<file path="src/rtl/wash_pkg.sv">
// rtl/wash_pkg.sv - phase codes, timer state encoding and default durations for the wash phase timer
package wash_pkg;

  localparam logic [2:0] PH_FILL  = 3'd1;
  localparam logic [2:0] PH_WASH  = 3'd2;
  localparam logic [2:0] PH_DRAIN = 3'd3;
  localparam logic [2:0] PH_RINSE = 3'd4;
  localparam logic [2:0] PH_SPIN  = 3'd5;

  localparam int DEF_FILL_TICKS  = 100;
  localparam int DEF_WASH_TICKS  = 300;
  localparam int DEF_DRAIN_TICKS = 80;
  localparam int DEF_RINSE_TICKS = 200;
  localparam int DEF_SPIN_TICKS  = 150;

  typedef enum logic [1:0] {
    ST_IDLE,
    ST_RUN,
    ST_PAUSE,
    ST_DONE
  } timer_state_e;

  function automatic logic phase_legal(input logic [2:0] sel);
    return (sel >= PH_FILL) && (sel <= PH_SPIN);
  endfunction

  // Bit 0 is FILL (tf) up to bit 4 SPIN (ts).
  function automatic logic [4:0] phase_onehot(input logic [2:0] sel);
    logic [4:0] v;
    v = '0;
    case (sel)
      PH_FILL:  v = 5'b00001;
      PH_WASH:  v = 5'b00010;
      PH_DRAIN: v = 5'b00100;
      PH_RINSE: v = 5'b01000;
      PH_SPIN:  v = 5'b10000;
      default:  v = '0;
    endcase
    return v;
  endfunction

endpackage

</file>
<file path="src/rtl/wash_tick_prescaler.sv">
// rtl/wash_tick_prescaler.sv - clk-to-tick divider with enable, clear and hold
// tick is high while the count sits at PRESCALE-1, so the next enabled edge wraps.
module wash_tick_prescaler #(
  parameter int PRESCALE = 1000
) (
  input  logic clk,
  input  logic rst,
  input  logic en,
  input  logic clr,
  output logic tick
);

  localparam int PW = (PRESCALE > 1) ? $clog2(PRESCALE) : 1;
  localparam logic [PW-1:0] LAST = PW'(PRESCALE - 1);

  logic [PW-1:0] cnt;

  always_ff @(posedge clk or posedge rst) begin
    if (rst) begin
      cnt <= '0;
    end else if (clr) begin
      cnt <= '0;
    end else if (en) begin
      cnt <= (cnt == LAST) ? '0 : cnt + 1'b1;
    end
  end

  assign tick = (cnt == LAST);

endmodule

</file>
<file path="src/rtl/wash_phase_timer.sv">
// rtl/wash_phase_timer.sv - phase duration timer producing the tf/tw/td/tr/ts done pulses
// Define WASH_TIMER_CFG_EN for run-time writable phase durations.
module wash_phase_timer
  import wash_pkg::*;
#(
  parameter int CNT_W       = 16,
  parameter int PRESCALE    = 1000,
  parameter int FILL_TICKS  = DEF_FILL_TICKS,
  parameter int WASH_TICKS  = DEF_WASH_TICKS,
  parameter int DRAIN_TICKS = DEF_DRAIN_TICKS,
  parameter int RINSE_TICKS = DEF_RINSE_TICKS,
  parameter int SPIN_TICKS  = DEF_SPIN_TICKS
) (
  input  logic             clk,
  input  logic             rst,
  input  logic             phase_start,
  input  logic [2:0]       phase_sel,
  input  logic             abort,
  input  logic             door,
  input  logic             cfg_wr,
  input  logic [2:0]       cfg_sel,
  input  logic [CNT_W-1:0] cfg_data,
  output logic             tf,
  output logic             tw,
  output logic             td,
  output logic             tr,
  output logic             ts,
  output logic             busy,
  output logic             paused,
  output logic [CNT_W-1:0] remaining,
  output logic             err
);

  timer_state_e     state_q, state_n;
  logic [CNT_W-1:0] rem_q, rem_n;
  logic [2:0]       phase_q, phase_n;
  logic [4:0]       done_q, done_n;
  logic             err_q, err_n;
  logic             busy_q, paused_q;
  logic             pre_en, pre_clr, tick;
  logic             cfg_err;
  logic [CNT_W-1:0] load_dur;
  logic [CNT_W-1:0] dur [1:5];

`ifdef WASH_TIMER_CFG_EN
  // A running phase keeps the count it loaded; writes only affect later loads.
  always_ff @(posedge clk or posedge rst) begin
    if (rst) begin
      dur[1] <= CNT_W'(FILL_TICKS);
      dur[2] <= CNT_W'(WASH_TICKS);
      dur[3] <= CNT_W'(DRAIN_TICKS);
      dur[4] <= CNT_W'(RINSE_TICKS);
      dur[5] <= CNT_W'(SPIN_TICKS);
    end else if (cfg_wr) begin
      case (cfg_sel)
        PH_FILL:  dur[1] <= cfg_data;
        PH_WASH:  dur[2] <= cfg_data;
        PH_DRAIN: dur[3] <= cfg_data;
        PH_RINSE: dur[4] <= cfg_data;
        PH_SPIN:  dur[5] <= cfg_data;
        default:  ;
      endcase
    end
  end

  assign cfg_err = cfg_wr && !phase_legal(cfg_sel);
`else
  logic cfg_unused;

  always_comb begin
    dur[1] = CNT_W'(FILL_TICKS);
    dur[2] = CNT_W'(WASH_TICKS);
    dur[3] = CNT_W'(DRAIN_TICKS);
    dur[4] = CNT_W'(RINSE_TICKS);
    dur[5] = CNT_W'(SPIN_TICKS);
  end

  assign cfg_err    = 1'b0;
  assign cfg_unused = ^{cfg_wr, cfg_sel, cfg_data};
`endif

  always_comb begin
    load_dur = '0;
    case (phase_sel)
      PH_FILL:  load_dur = dur[1];
      PH_WASH:  load_dur = dur[2];
      PH_DRAIN: load_dur = dur[3];
      PH_RINSE: load_dur = dur[4];
      PH_SPIN:  load_dur = dur[5];
      default:  load_dur = '0;
    endcase
  end

  wash_tick_prescaler #(
    .PRESCALE(PRESCALE)
  ) u_prescaler (
    .clk (clk),
    .rst (rst),
    .en  (pre_en),
    .clr (pre_clr),
    .tick(tick)
  );

  // RUN and PAUSE share one step: the edge that releases the door also counts,
  // so each paused cycle lengthens the phase by exactly one cycle.
  always_comb begin
    state_n = state_q;
    rem_n   = rem_q;
    phase_n = phase_q;
    err_n   = cfg_err;
    done_n  = '0;
    pre_en  = 1'b0;
    pre_clr = 1'b0;
    case (state_q)
      ST_IDLE: begin
        if (!abort && phase_start) begin
          if (phase_legal(phase_sel)) begin
            state_n = ST_RUN;
            rem_n   = load_dur;
            phase_n = phase_sel;
            pre_clr = 1'b1;
          end else begin
            err_n = 1'b1;
          end
        end
      end
      ST_RUN, ST_PAUSE: begin
        if (phase_start) err_n = 1'b1;
        if (abort) begin
          state_n = ST_IDLE;
          rem_n   = '0;
          pre_clr = 1'b1;
        end else if (door) begin
          state_n = ST_PAUSE;
        end else if (rem_q == '0) begin
          state_n = ST_DONE;
        end else begin
          state_n = ST_RUN;
          pre_en  = 1'b1;
          if (tick) begin
            if (rem_q == CNT_W'(1)) begin
              state_n = ST_DONE;
              rem_n   = '0;
            end else begin
              rem_n = rem_q - 1'b1;
            end
          end
        end
      end
      ST_DONE: begin
        if (phase_start) err_n = 1'b1;
        state_n = ST_IDLE;
      end
      default: state_n = ST_IDLE;
    endcase
    if (state_n == ST_DONE) done_n = phase_onehot(phase_n);
  end

  always_ff @(posedge clk or posedge rst) begin
    if (rst) begin
      state_q  <= ST_IDLE;
      rem_q    <= '0;
      phase_q  <= '0;
      done_q   <= '0;
      err_q    <= 1'b0;
      busy_q   <= 1'b0;
      paused_q <= 1'b0;
    end else begin
      state_q  <= state_n;
      rem_q    <= rem_n;
      phase_q  <= phase_n;
      done_q   <= done_n;
      err_q    <= err_n;
      busy_q   <= (state_n != ST_IDLE);
      paused_q <= (state_n == ST_PAUSE);
    end
  end

  assign tf        = done_q[0];
  assign tw        = done_q[1];
  assign td        = done_q[2];
  assign tr        = done_q[3];
  assign ts        = done_q[4];
  assign busy      = busy_q;
  assign paused    = paused_q;
  assign remaining = rem_q;
  assign err       = err_q;

endmodule

</file>
<file path="config.mk">
export PLATFORM = sky130hd
export DESIGN_NAME = wash_phase_timer
export DESIGN_NICKNAME = d
export VERILOG_FILES = /design/src/rtl/wash_pkg.sv /design/src/rtl/wash_tick_prescaler.sv /design/src/rtl/wash_phase_timer.sv
export SDC_FILE = /design/constraint.sdc
export NUM_CORES = 1
export LEC_CHECK = 0
export CAP_MARGIN = 10
export CORE_MARGIN = 1
export CORE_UTILIZATION = 40
export DETAILED_ROUTE_END_ITERATION = 10
export PLACE_DENSITY = 0.66
export SLEW_MARGIN = 10
export SYNTH_ARGS = -nofsm -noshare
export SYNTH_HDL_FRONTEND = slang
export SYNTH_SLANG_ARGS = --single-unit
export TNS_END_PERCENT = 10
</file>
<file path="constraint.sdc">
create_clock -name clk -period 3.84 [get_ports clk]
set_input_delay 0.576 -clock clk [delete_from_list [all_inputs] [get_ports clk]]
set_output_delay 0.576 -clock clk [all_outputs]
set_load 0.02 [all_outputs]
</file>
==> impl_metrics.tcl <==
set metrics [dict create \
    finish.net_count 321 \
    finalSetupViolations 0 \
    max-cap-violations 0 \
    cts.sinks 39 \
    synth_nets 287 \
    path_max_fanout 14 \
    antenna_cells 0 \
    grt_max_degree 25 \
    grt-busiest-layer "met2" \
    fin_crit_ns 2.70 \
    status "completed" \
    die_h_um 76.8 \
    drtIter0Drc 138 \
    viasPerCell 5.52 \
    port_buffers 31 \
    use_met1_pct 24.5 \
    syn-cell-area_um2 2240 \
    synth_seq_cells 39 \
    reg2regPathDepth 9 \
    cts_resized 0 \
    crit_arrival_ns 2.90 \
    io_pins 52 \
    grt_pass1_wl_um 8770 \
    tritoncts "yes" \
    antenna_found_initial 0 \
    fillers 496 \
    insertion_delay_ns 0.29 \
    fmax_mhz 371 \
    ff2ff_setup_slack_ns 1.14 \
    worstSetupPathType "reg -> reg" \
    fin_skew_ns 0.00724 \
    coreArea_um2 5240 \
    hold_viol 0 \
    dieArea_um2 5900 \
    dr.pass1.iters 4 \
    swShare_pct 41.9 \
    synth_adder_area_share_pct 3.91 \
    drtAntennaViolNets 0 \
    fin_crit_sh_pct 70.2 \
    synthXorXnorAreaFrac_pct 2.74 \
    cp.required_ns 4.04 \
    synth_cell_types 47 \
    area_delta_synth_final_pct 22.8 \
    r2r_end "remaining[2]" \
    grt_overflow 0 \
    initial_core_util_pct 42.8 \
    power_density_nw_per_um2 648 \
    seq_power_share_pct 31.8 \
    r2r_start "remaining[0]" \
    htree_levels 2 \
    p_switching_mw 0.747 \
    drc_errors 0 \
    cts_made_buffers 5 \
    post-place-cells 349 \
    synth-main-ff-cell "dfrtp_1" \
    hp-start "remaining[10]" \
    grt_pass1_vias 1890 \
    drive_above_1_share_pct 7.32 \
    worst_setup_path_end_kind "flop" \
    whs_path_depth 1 \
    cts.hold.buffers_added 0 \
    chipWidth_um 76.8 \
    num_vias 1969 \
    crit_path_start_kind "flop" \
    multiInputGateArea_um2 1190 \
    whs_ns 0.542 \
    synth_mux_area_share_pct 0.894 \
    internal_power_mw 1.03 \
    stdcell_count 357 \
    clk_path_buf_depth 2 \
    hold_end "remaining[10]" \
    grtUsageTotal_pct 18.3 \
    grtUsageMet2_pct 29.7 \
    seqCellArea_um2 976 \
    dp_hpwl_um 3600 \
    wl_per_cell_um 13.8 \
    p_leak_nw 1.13 \
    worstMarginPinSlew_ns 0.895 \
    clkSlewWorstSetupHoldPaths_ns 0.08 \
    p_comb_share_pct 48.2 \
    slew_headroom_pct 40.3 \
    finalWirelength_um 4940 \
    finalSetupTns_ns 0 \
    synthCells 252 \
    synth_area_per_cell_um2 8.89 \
    synth_edf_count 0 \
    cts-root-buf "clkbuf_8" \
    maxSlewViolCount 0 \
    peakVddDrop_uv 388 \
    rows 26 \
    gp_congestion 0.845 \
    ys_warn_count 0 \
    min_path_type "reg -> reg" \
    postCtsSetupBuffers 0 \
    synth-compound-area-share_pct 18.5 \
    rsz0062_at_grt "false" \
    grt_use_met3_pct 3.45 \
    yosys.area_share.simple_pct 27.3 \
    clkPwrFrac_pct 20.0 \
    synthArstFlopShare_pct 100 \
    seq_area_frac_synth_pct 43.6 \
    synth_top_family_by_area "simple AND/OR/NAND/NOR gates" \
]
-- synthesized netlist by cell type, types with 2 or more instances --
library cell / n / share of area, %
dfrtp_1: 39 / 44
o41ai_1: 2 / 0.78
a31o_2: 2 / 0.78
nand3_1: 7 / 1.6
xor2_1: 4 / 1.6
a21oi_1: 18 / 4.0
nand4_1: 6 / 1.7
mux2i_1: 2 / 0.89
inv_1: 11 / 1.8
nand2b_1: 4 / 1.1
or4_1: 2 / 0.67
nor2_1: 36 / 6.0
nor3b_1: 3 / 1.0
clkbuf_1: 6 / 1.0
nor3_1: 9 / 2.0
and3_1: 2 / 0.56
nand3b_1: 5 / 1.7
a211oi_1: 2 / 0.67
ha_1: 7 / 3.9
nor4_1: 3 / 0.84
or3_1: 2 / 0.56
nor2b_1: 2 / 0.56
nand2_1: 14 / 2.3
xnor2_1: 3 / 1.2
a31oi_1: 4 / 1.1
o21ai_0: 33 / 7.4
and2_1: 4 / 1.1
-- worst max-delay path: stages (launching register included) --
cell	delay [ns]
dfrtp_1	0.46
inv_1	0.12
ha_1	0.16
nor4b_1	0.41
and4_1	0.32
nor3b_2	0.08
o21ai_1	0.55
buf_4	0.30
o21ai_0	0.09
o21ai_0	0.10
-- cell families (layout without fill, tap and decap cells) --
logic type                 count (synthesis)  count (layout)
buffers and inverters                     18              53
DFF                                       39              39
xor gates and xnor gates                   7               7
and+or+nand+nor                          109             109
adders and majority gates                  7               7
AOI/OAI and AO/OA                         70              70
muxes                                      2               2
-- layout by cell type (no fill, tap or decap), drive strengths merged, types with 3 or more instances in the layout --
cell type	count
buf	3
clkbuf	6
xnor2	3
nand2b	4
nor2	36
dfrtp	39
o41ai	3
inv	11
nand3b	5
nor4	5
and2	4
nor3b	4
nand4	6
nand3	7
ha	7
xor2	4
nand2	14
clkdlybuf4s50	31
nor3	10
a31oi	5
a21oi	18
o21ai	34
-- stage by stage --
step           instance area, µm²  util [%]  total power [mW]  setup WS (ns)
2_1_floorplan                2240         -              1.17           1.63
3_3_place_gp                 2630      50.3              1.42          0.910
3_5_place_dp                 2630      50.3              1.43          0.906
4_1_cts                      2750      52.5              1.79           1.19
5_1_grt                      2750      52.5              1.92          0.934
6_report                     2750      52.5              1.78           1.14
-- registers in the layout, indices dropped and copies added, names as in the netlist --
signal / flops
done_q: 5
remaining: 16
u_prescaler.cnt: 10
paused: 1
err: 1
busy: 1
phase_q: 3
state_q: 2
-- routing by layer --
metal	share of wire (%)	wire, µm
met5	0	0
met4	1.5	74
met3	3.4	170
met2	46	2260
met1	49	2430
-- worst max-delay path by stage --
stage	start	end	slack, ns	depth (start not counted)
after global placement	phase_sel[2]	remaining[1]	0.91	7
after global routing	remaining[0]	remaining[1]	0.93	9
after floorplan	remaining[0]	remaining[15]	1.63	8
final	remaining[0]	remaining[2]	1.14	9
after detailed placement	phase_sel[2]	remaining[6]	0.91	7
after CTS	phase_sel[2]	remaining[6]	1.19	7
-- final cells by class --
cell class | count | area share (%)
well taps | 70 | 3.18
clock buffers | 6 | 3.00
multi-input cells | 195 | 43.4
repair buffers | 34 | 12.1
inverters | 11 | 1.50
clock inverters | 2 | 1.27
flip-flops and latches | 39 | 35.5
-- power by group through the flow --
stage | clock, mW | combinational [mW] | sequential (mW)
2_1_floorplan | 0 | 0.547 | 0.620
3_3_place_gp | 0 | 0.844 | 0.573
3_5_place_dp | 0 | 0.858 | 0.576
4_1_cts | 0.364 | 0.863 | 0.568
5_1_grt | 0.382 | 0.958 | 0.580
6_report | 0.356 | 0.858 | 0.567
No activity file was read; power rests on OpenSTA's default activity.
